[config.mk]
export PLATFORM = sky130hd
export DESIGN_NAME = avalon_aes_interface
export DESIGN_NICKNAME = d
export VERILOG_FILES = /design/src/rtl/aes_avl_pkg.sv /design/src/rtl/avalon_aes_interface.sv
export SDC_FILE = /design/constraint.sdc
export NUM_CORES = 1
export LEC_CHECK = 0
export CAP_MARGIN = 30
export CELL_PAD_IN_SITES_DETAIL_PLACEMENT = 0
export CELL_PAD_IN_SITES_GLOBAL_PLACEMENT = 1
export CORE_AREA = 2 2 278 280
export CTS_BUF_LIST = sky130_fd_sc_hd__clkbuf_8
export DETAILED_ROUTE_END_ITERATION = 10
export DIE_AREA = 0 0 280 282
export MAX_ROUTING_LAYER = met4
export PLACE_DENSITY = 0.77
export RECOVER_POWER = 100
export SLEW_MARGIN = 30
export SYNTH_ARGS = -nofsm -noshare
export SYNTH_HDL_FRONTEND = slang
export SYNTH_SLANG_ARGS = --single-unit
[constraint.sdc]
create_clock -name CLK -period 3 [get_ports CLK]
set_input_delay 0.6 -clock CLK [delete_from_list [all_inputs] [get_ports CLK]]
set_output_delay 0.6 -clock CLK [all_outputs]
set_load 0.05 [all_outputs]
[src/rtl/aes_avl_pkg.sv]
// Shared register map and FSM state type for the Avalon AES front end.
package aes_avl_pkg;

  localparam logic [3:0] ADDR_KEY0  = 4'd0;
  localparam logic [3:0] ADDR_MSG0  = 4'd4;
  localparam logic [3:0] ADDR_DEC0  = 4'd8;
  localparam logic [3:0] ADDR_START = 4'd14;
  localparam logic [3:0] ADDR_DONE  = 4'd15;

  typedef enum logic [1:0] {
    ST_IDLE,
    ST_RUN,
    ST_CAPT,
    ST_DONE
  } aes_state_e;

endpackage

[src/rtl/avalon_aes_interface.sv]
// Avalon-MM register file and start/done sequencer feeding the AES
// decryption core; captures the plaintext into read-only registers.
import aes_avl_pkg::*;

module avalon_aes_interface (
  input  logic         CLK,
  input  logic         RESET,
  input  logic         AVL_CS,
  input  logic         AVL_READ,
  input  logic         AVL_WRITE,
  input  logic [3:0]   AVL_ADDR,
  input  logic [3:0]   AVL_BYTE_EN,
  input  logic [31:0]  AVL_WRITEDATA,
  output logic [31:0]  AVL_READDATA,
  output logic [31:0]  EXPORT_DATA,
  output logic [127:0] AES_KEY,
  output logic [127:0] AES_MSG_ENC,
  output logic         AES_START,
  input  logic         AES_DONE,
  input  logic [127:0] AES_MSG_DEC
);

  aes_state_e  state;
  logic [31:0] rw_q  [16];
  logic [31:0] dec_q [4];
  logic        done_q;
  logic        busy;
  logic        wr_ok;
  logic        start_bit;
  logic [31:0] rd_mux;

  function automatic logic [31:0] merge(
    input logic [31:0] old,
    input logic [31:0] din,
    input logic [3:0]  be
  );
    logic [31:0] r;
    r = old;
    for (int i = 0; i < 4; i++)
      if (be[i]) r[8*i +: 8] = din[8*i +: 8];
    return r;
  endfunction

  assign busy      = (state == ST_RUN) || (state == ST_CAPT);
  assign start_bit = rw_q[ADDR_START][0];

  // Key/ciphertext are frozen while the core is consuming them.
  always_comb begin
    wr_ok = 1'b0;
    if (AVL_CS && AVL_WRITE) begin
      unique case (1'b1)
        (AVL_ADDR < ADDR_DEC0): wr_ok = !busy;
        (AVL_ADDR >= 4'd12 && AVL_ADDR <= ADDR_START): wr_ok = 1'b1;
        default: wr_ok = 1'b0;
      endcase
    end
  end

  always_ff @(posedge CLK) begin
    if (RESET) begin
      for (int i = 0; i < 16; i++) rw_q[i] <= '0;
    end else if (wr_ok) begin
      rw_q[AVL_ADDR] <= merge(rw_q[AVL_ADDR], AVL_WRITEDATA, AVL_BYTE_EN);
    end
  end

  always_comb begin
    rd_mux = '0;
    unique case (1'b1)
      (AVL_ADDR == ADDR_DONE): rd_mux = {31'd0, done_q};
      (AVL_ADDR[3:2] == 2'b10): rd_mux = dec_q[AVL_ADDR[1:0]];
      default: rd_mux = rw_q[AVL_ADDR];
    endcase
  end

  always_ff @(posedge CLK) begin
    if (RESET)
      AVL_READDATA <= '0;
    else if (AVL_CS && AVL_READ)
      AVL_READDATA <= rd_mux;
    else
      AVL_READDATA <= '0;
  end

  // CAPT waits one cycle after AES_DONE for the core's output register.
  always_ff @(posedge CLK) begin
    if (RESET) begin
      state     <= ST_IDLE;
      AES_START <= 1'b0;
      done_q    <= 1'b0;
      for (int i = 0; i < 4; i++) dec_q[i] <= '0;
    end else begin
      unique case (state)
        ST_IDLE: begin
          AES_START <= 1'b0;
          if (start_bit) begin
            state     <= ST_RUN;
            AES_START <= 1'b1;
          end
        end
        ST_RUN: begin
          AES_START <= 1'b1;
          if (AES_DONE) state <= ST_CAPT;
        end
        ST_CAPT: begin
          dec_q[0]  <= AES_MSG_DEC[127:96];
          dec_q[1]  <= AES_MSG_DEC[95:64];
          dec_q[2]  <= AES_MSG_DEC[63:32];
          dec_q[3]  <= AES_MSG_DEC[31:0];
          done_q    <= 1'b1;
          AES_START <= start_bit;
          state     <= ST_DONE;
        end
        ST_DONE: begin
          if (!start_bit) begin
            done_q    <= 1'b0;
            AES_START <= 1'b0;
            state     <= ST_IDLE;
          end else begin
            AES_START <= 1'b1;
          end
        end
        default: begin
          state     <= ST_IDLE;
          AES_START <= 1'b0;
        end
      endcase
    end
  end

  assign AES_KEY = {rw_q[ADDR_KEY0], rw_q[ADDR_KEY0 + 4'd1],
                    rw_q[ADDR_KEY0 + 4'd2], rw_q[ADDR_KEY0 + 4'd3]};

  assign AES_MSG_ENC = {rw_q[ADDR_MSG0], rw_q[ADDR_MSG0 + 4'd1],
                        rw_q[ADDR_MSG0 + 4'd2], rw_q[ADDR_MSG0 + 4'd3]};

  assign EXPORT_DATA = {rw_q[ADDR_KEY0][31:16], rw_q[ADDR_KEY0 + 4'd3][15:0]};

endmodule

==> impl_metrics.yaml <==
outcome:
  outcome: "finished, violations left"
  failed_checks: "max-capacitance violations, max-slew violations"
power:
  p_int_mw: 16.95
  sw_ratio_pct: 27.07
  pwr_density_cell_nw_per_um2: 583.6
  net_switching_power_mw: 6.290
  post-layout-total-power_mw: 23.24
  vdd.ir_drop.worst_v: 0.0004281
  static-leakage-power_nw: 15.26
  seq_power_share_pct: 49.5
  comb_power_share_pct: 15.1
  p_clk_share_pct: 35.5
sta:
  tightest_slew_ns: 1.620
  final_skew_ns: 0.03130
  final_hold_viol_count: 0
  finalSetupTns_ns: 0
  min_period_ns: 2.832
  setup_slack_ns: 0.1680
  slew_violations: 25
  setup-violations-final: 0
  max_clock_freq_ghz: 0.3531
  setup_repair_after_global_routing_missed_its_margin: "no"
  max-slew-margin-rel_pct: -8.007
  final_min_period_over_clock_period_pct: 94.40
clocking:
  cts_tree: "done"
  tritoncts_num_sinks: 676
  cts_buffer_depth: 3
  root_buffer: "sky130_fd_sc_hd__clkbuf_8"
  cts.repair_timing.setup_buffer_count: 0
  cts_h_tree_depth: 3
  numCtsBuffers: 112
  ctsHoldBuffers: 0
  clk_transition_reported_paths_ns: 0.06
  cts_resized: 0
  clk-insertion-delay-late_ns: 0.72
worst_setup_path:
  cp_num_buf_inv: 1
  cp.required_ns: 2.40
  crit_fanout: 3
  crit_path_cell_trace: "dlygate4sd3_1"
  critical_path_max_stage_delay_ns: 0.94
  timing.critical_path.from_type: "flip-flop"
  cp-end-kind: "output port"
  cp_slowest_cell: "sky130_fd_sc_hd__dlygate4sd3_1"
  cpLargestDelayFamily: "buffers and inverters"
  critPathKind: "reg -> out"
  worst_ep_arrival_time_ns: 2.23
global_route:
  grt_pass1_wl_um: 143300
  grt_use_met3_pct: 5.577
  gr_usage_total_pct: 25.89
  antenna_found_initial: 14
  first_global_vias: 21480
  grt_max_degree: 89
  globalRouteMet1Util_pct: 30.71
  met2_usage_pct: 44.25
  globalRoute.busiestLayer: "met2"
  grt.overflow.total: 0
finish:
  fin_nets: 3073
  drive_gt1_share_pct: 14.81
  post-route-cell-area_um2: 39820
  multi_input_comb_area_um2: 10260
  finalCoreUtilization_pct: 52.60
  seqCellArea_um2: 19940
  area.growth.synth_to_final_pct: 29.34
  layout.filler_cells: 6458
floorplanning:
  floorplan.initialDensity_pct: 40.67
  top_ports: 495
  placementRows: 101
  core_um2: 75700
  die_height_um: 282
  dieArea_um2: 78960
  die_width_um: 280
routing:
  first_iter_violations: 1779
  total_wirelength_um: 99960
  drcViolationCount: 0
  routed_wire_length_per_instance_um: 25.15
  postRouteAntennaNets: 0
  drt_pre_antenna_iters: 6
  num_vias: 20890
  vias_per_cell: 5.256
placement:
  numPortBuffers: 494
  post_detail_place_hpwl_um: 73480
  postPlaceCellArea_um2: 37770
  pre_cts_ws_ns: -0.006996
  gpl.final_weighted_congestion: 0.8954
run:
  timing.max_cap.violations: 1
yosys:
  most_instantiated_library_cell_after_synthesis: "sky130_fd_sc_hd__edfxtp_1"
  synth_cells: 2198
  yosys_warnings: 0
  synth_top_flop_cell: "sky130_fd_sc_hd__edfxtp_1"
  yosys_register_bits: 676
  synth-edff-count: 640
  syn_area_um2: 30780
  ys_async_sr_fraction_pct: 0
  synth_top_cell_by_area: "sky130_fd_sc_hd__edfxtp_1"
  yosysTopAreaCellShare_pct: 62.43
  synth.lib_cells_used.distinct: 41
  synth.avg_cell_area_um2: 14.01
  synth_sequential_area_ratio_pct: 64.77
  synth.cells.most_frequent: "sky130_fd_sc_hd__edfxtp_1 (640), sky130_fd_sc_hd__nor2_1 (297), sky130_fd_sc_hd__mux2i_1 (257)"
  yosys-top-cells-area: "sky130_fd_sc_hd__edfxtp_1 (62%), sky130_fd_sc_hd__mux2i_1 (8.4%), sky130_fd_sc_hd__a22oi_2 (3.9%)"
hold_path:
  min-delay-path-class: "reg -> reg"
power groups by stage:
stage / clock, mW / combinational, mW / sequential [mW]
final: 8.24 / 3.50 / 11.5
after global routing: 8.80 / 3.72 / 11.6
after CTS: 8.39 / 3.65 / 11.5
after detailed placement: 0 / 3.64 / 11.7
after global placement: 0 / 3.61 / 11.7
after floorplan: 0 / 1.70 / 12.1
final cells by class:
| cell class | count | area share (%) |
|---|---|---|
| flip-flops and latches | 676 | 50.08 |
| clock inverters | 72 | 1.150 |
| well taps | 978 | 3.073 |
| multi-input cells | 1488 | 25.77 |
| inverters | 5 | 0.04714 |
| diodes | 11 | 0.06913 |
| clock buffers | 133 | 4.597 |
| repair buffers | 611 | 15.22 |
worst min-delay path: cells and delay by family, from the launching register on:
kind,cells,cell delay (ns)
flip-flops,1,0.34
AO/OA/AOI/OAI,2,0.15
stage by stage:
step / std cells / hold slack [ns]
floorplan: 2357 / 0.4499
global placement: 3758 / 0.5152
detailed placement: 3758 / 0.5117
CTS: 3963 / 0.1759
global route: 3973 / 0.5170
finish: 3974 / 0.5356
cells in the final DEF (no fill, tap or decap), types with 11 or more instances in the layout:
| cell | Yosys | layout |
|---|---|---|
| sky130_fd_sc_hd__edfxtp_1 | 640 | 640 |
| sky130_fd_sc_hd__buf_4 | 60 | 65 |
| sky130_fd_sc_hd__clkinv_2 | 0 | 11 |
| sky130_fd_sc_hd__diode_2 | 0 | 11 |
| sky130_fd_sc_hd__a32oi_1 | 33 | 33 |
| sky130_fd_sc_hd__nand2_1 | 169 | 169 |
| sky130_fd_sc_hd__buf_12 | 0 | 23 |
| sky130_fd_sc_hd__a22oi_2 | 95 | 95 |
| sky130_fd_sc_hd__o221ai_1 | 33 | 33 |
| sky130_fd_sc_hd__and2_0 | 0 | 84 |
| sky130_fd_sc_hd__clkinv_1 | 0 | 18 |
| sky130_fd_sc_hd__dfxtp_1 | 36 | 36 |
| sky130_fd_sc_hd__inv_1 | 5 | 38 |
| sky130_fd_sc_hd__a21oi_1 | 64 | 64 |
| sky130_fd_sc_hd__clkbuf_8 | 0 | 133 |
| sky130_fd_sc_hd__mux2i_1 | 257 | 257 |
| sky130_fd_sc_hd__a32oi_2 | 29 | 29 |
| sky130_fd_sc_hd__mux4_2 | 32 | 32 |
| sky130_fd_sc_hd__nor2_1 | 297 | 297 |
| sky130_fd_sc_hd__conb_1 | 1 | 160 |
| sky130_fd_sc_hd__dlygate4sd3_1 | 0 | 321 |
| sky130_fd_sc_hd__and2_1 | 130 | 45 |
| sky130_fd_sc_hd__a22oi_1 | 32 | 32 |
| sky130_fd_sc_hd__clkdlybuf4s50_1 | 0 | 170 |
| sky130_fd_sc_hd__nor3_1 | 56 | 65 |
| sky130_fd_sc_hd__nand2b_1 | 47 | 43 |
state kept, by name (all words and copies together), names as in the netlist:
name	count
rw_q	512
dec_q	128
AVL_READDATA	32
state	2
AES_START	1
done_q	1
worst paths after layout:
path	from	end	slack (ns)	depth (start not counted)
worst min register to register	done_q	done_q	0.54	2
worst max register to register	state[0]	rw_q[1][29]	0.26	6
worst max-delay path	rw_q[0][27]	EXPORT_DATA[27]	0.17	1
worst min-delay path	done_q	done_q	0.54	2
metal layers:
metal	vias up	share of wire [%]
li1	9496	-
met1	10300	38
met2	941	51
met3	146	8.1
met4	0	2.5
met5	-	0
cell families after synthesis:
group	count (synthesis)	synth area share [%]
flip-flops	676	64.77
other	1	0.01218
multiplexers	289	10.70
AND/OR/NAND/NOR	741	11.31
AO/OA/AOI/OAI	293	9.267
adder cells (fa/ha/maj)	5	0.2032
buffers and inverters	193	3.743
No activity file was read; power rests on OpenSTA's default activity.
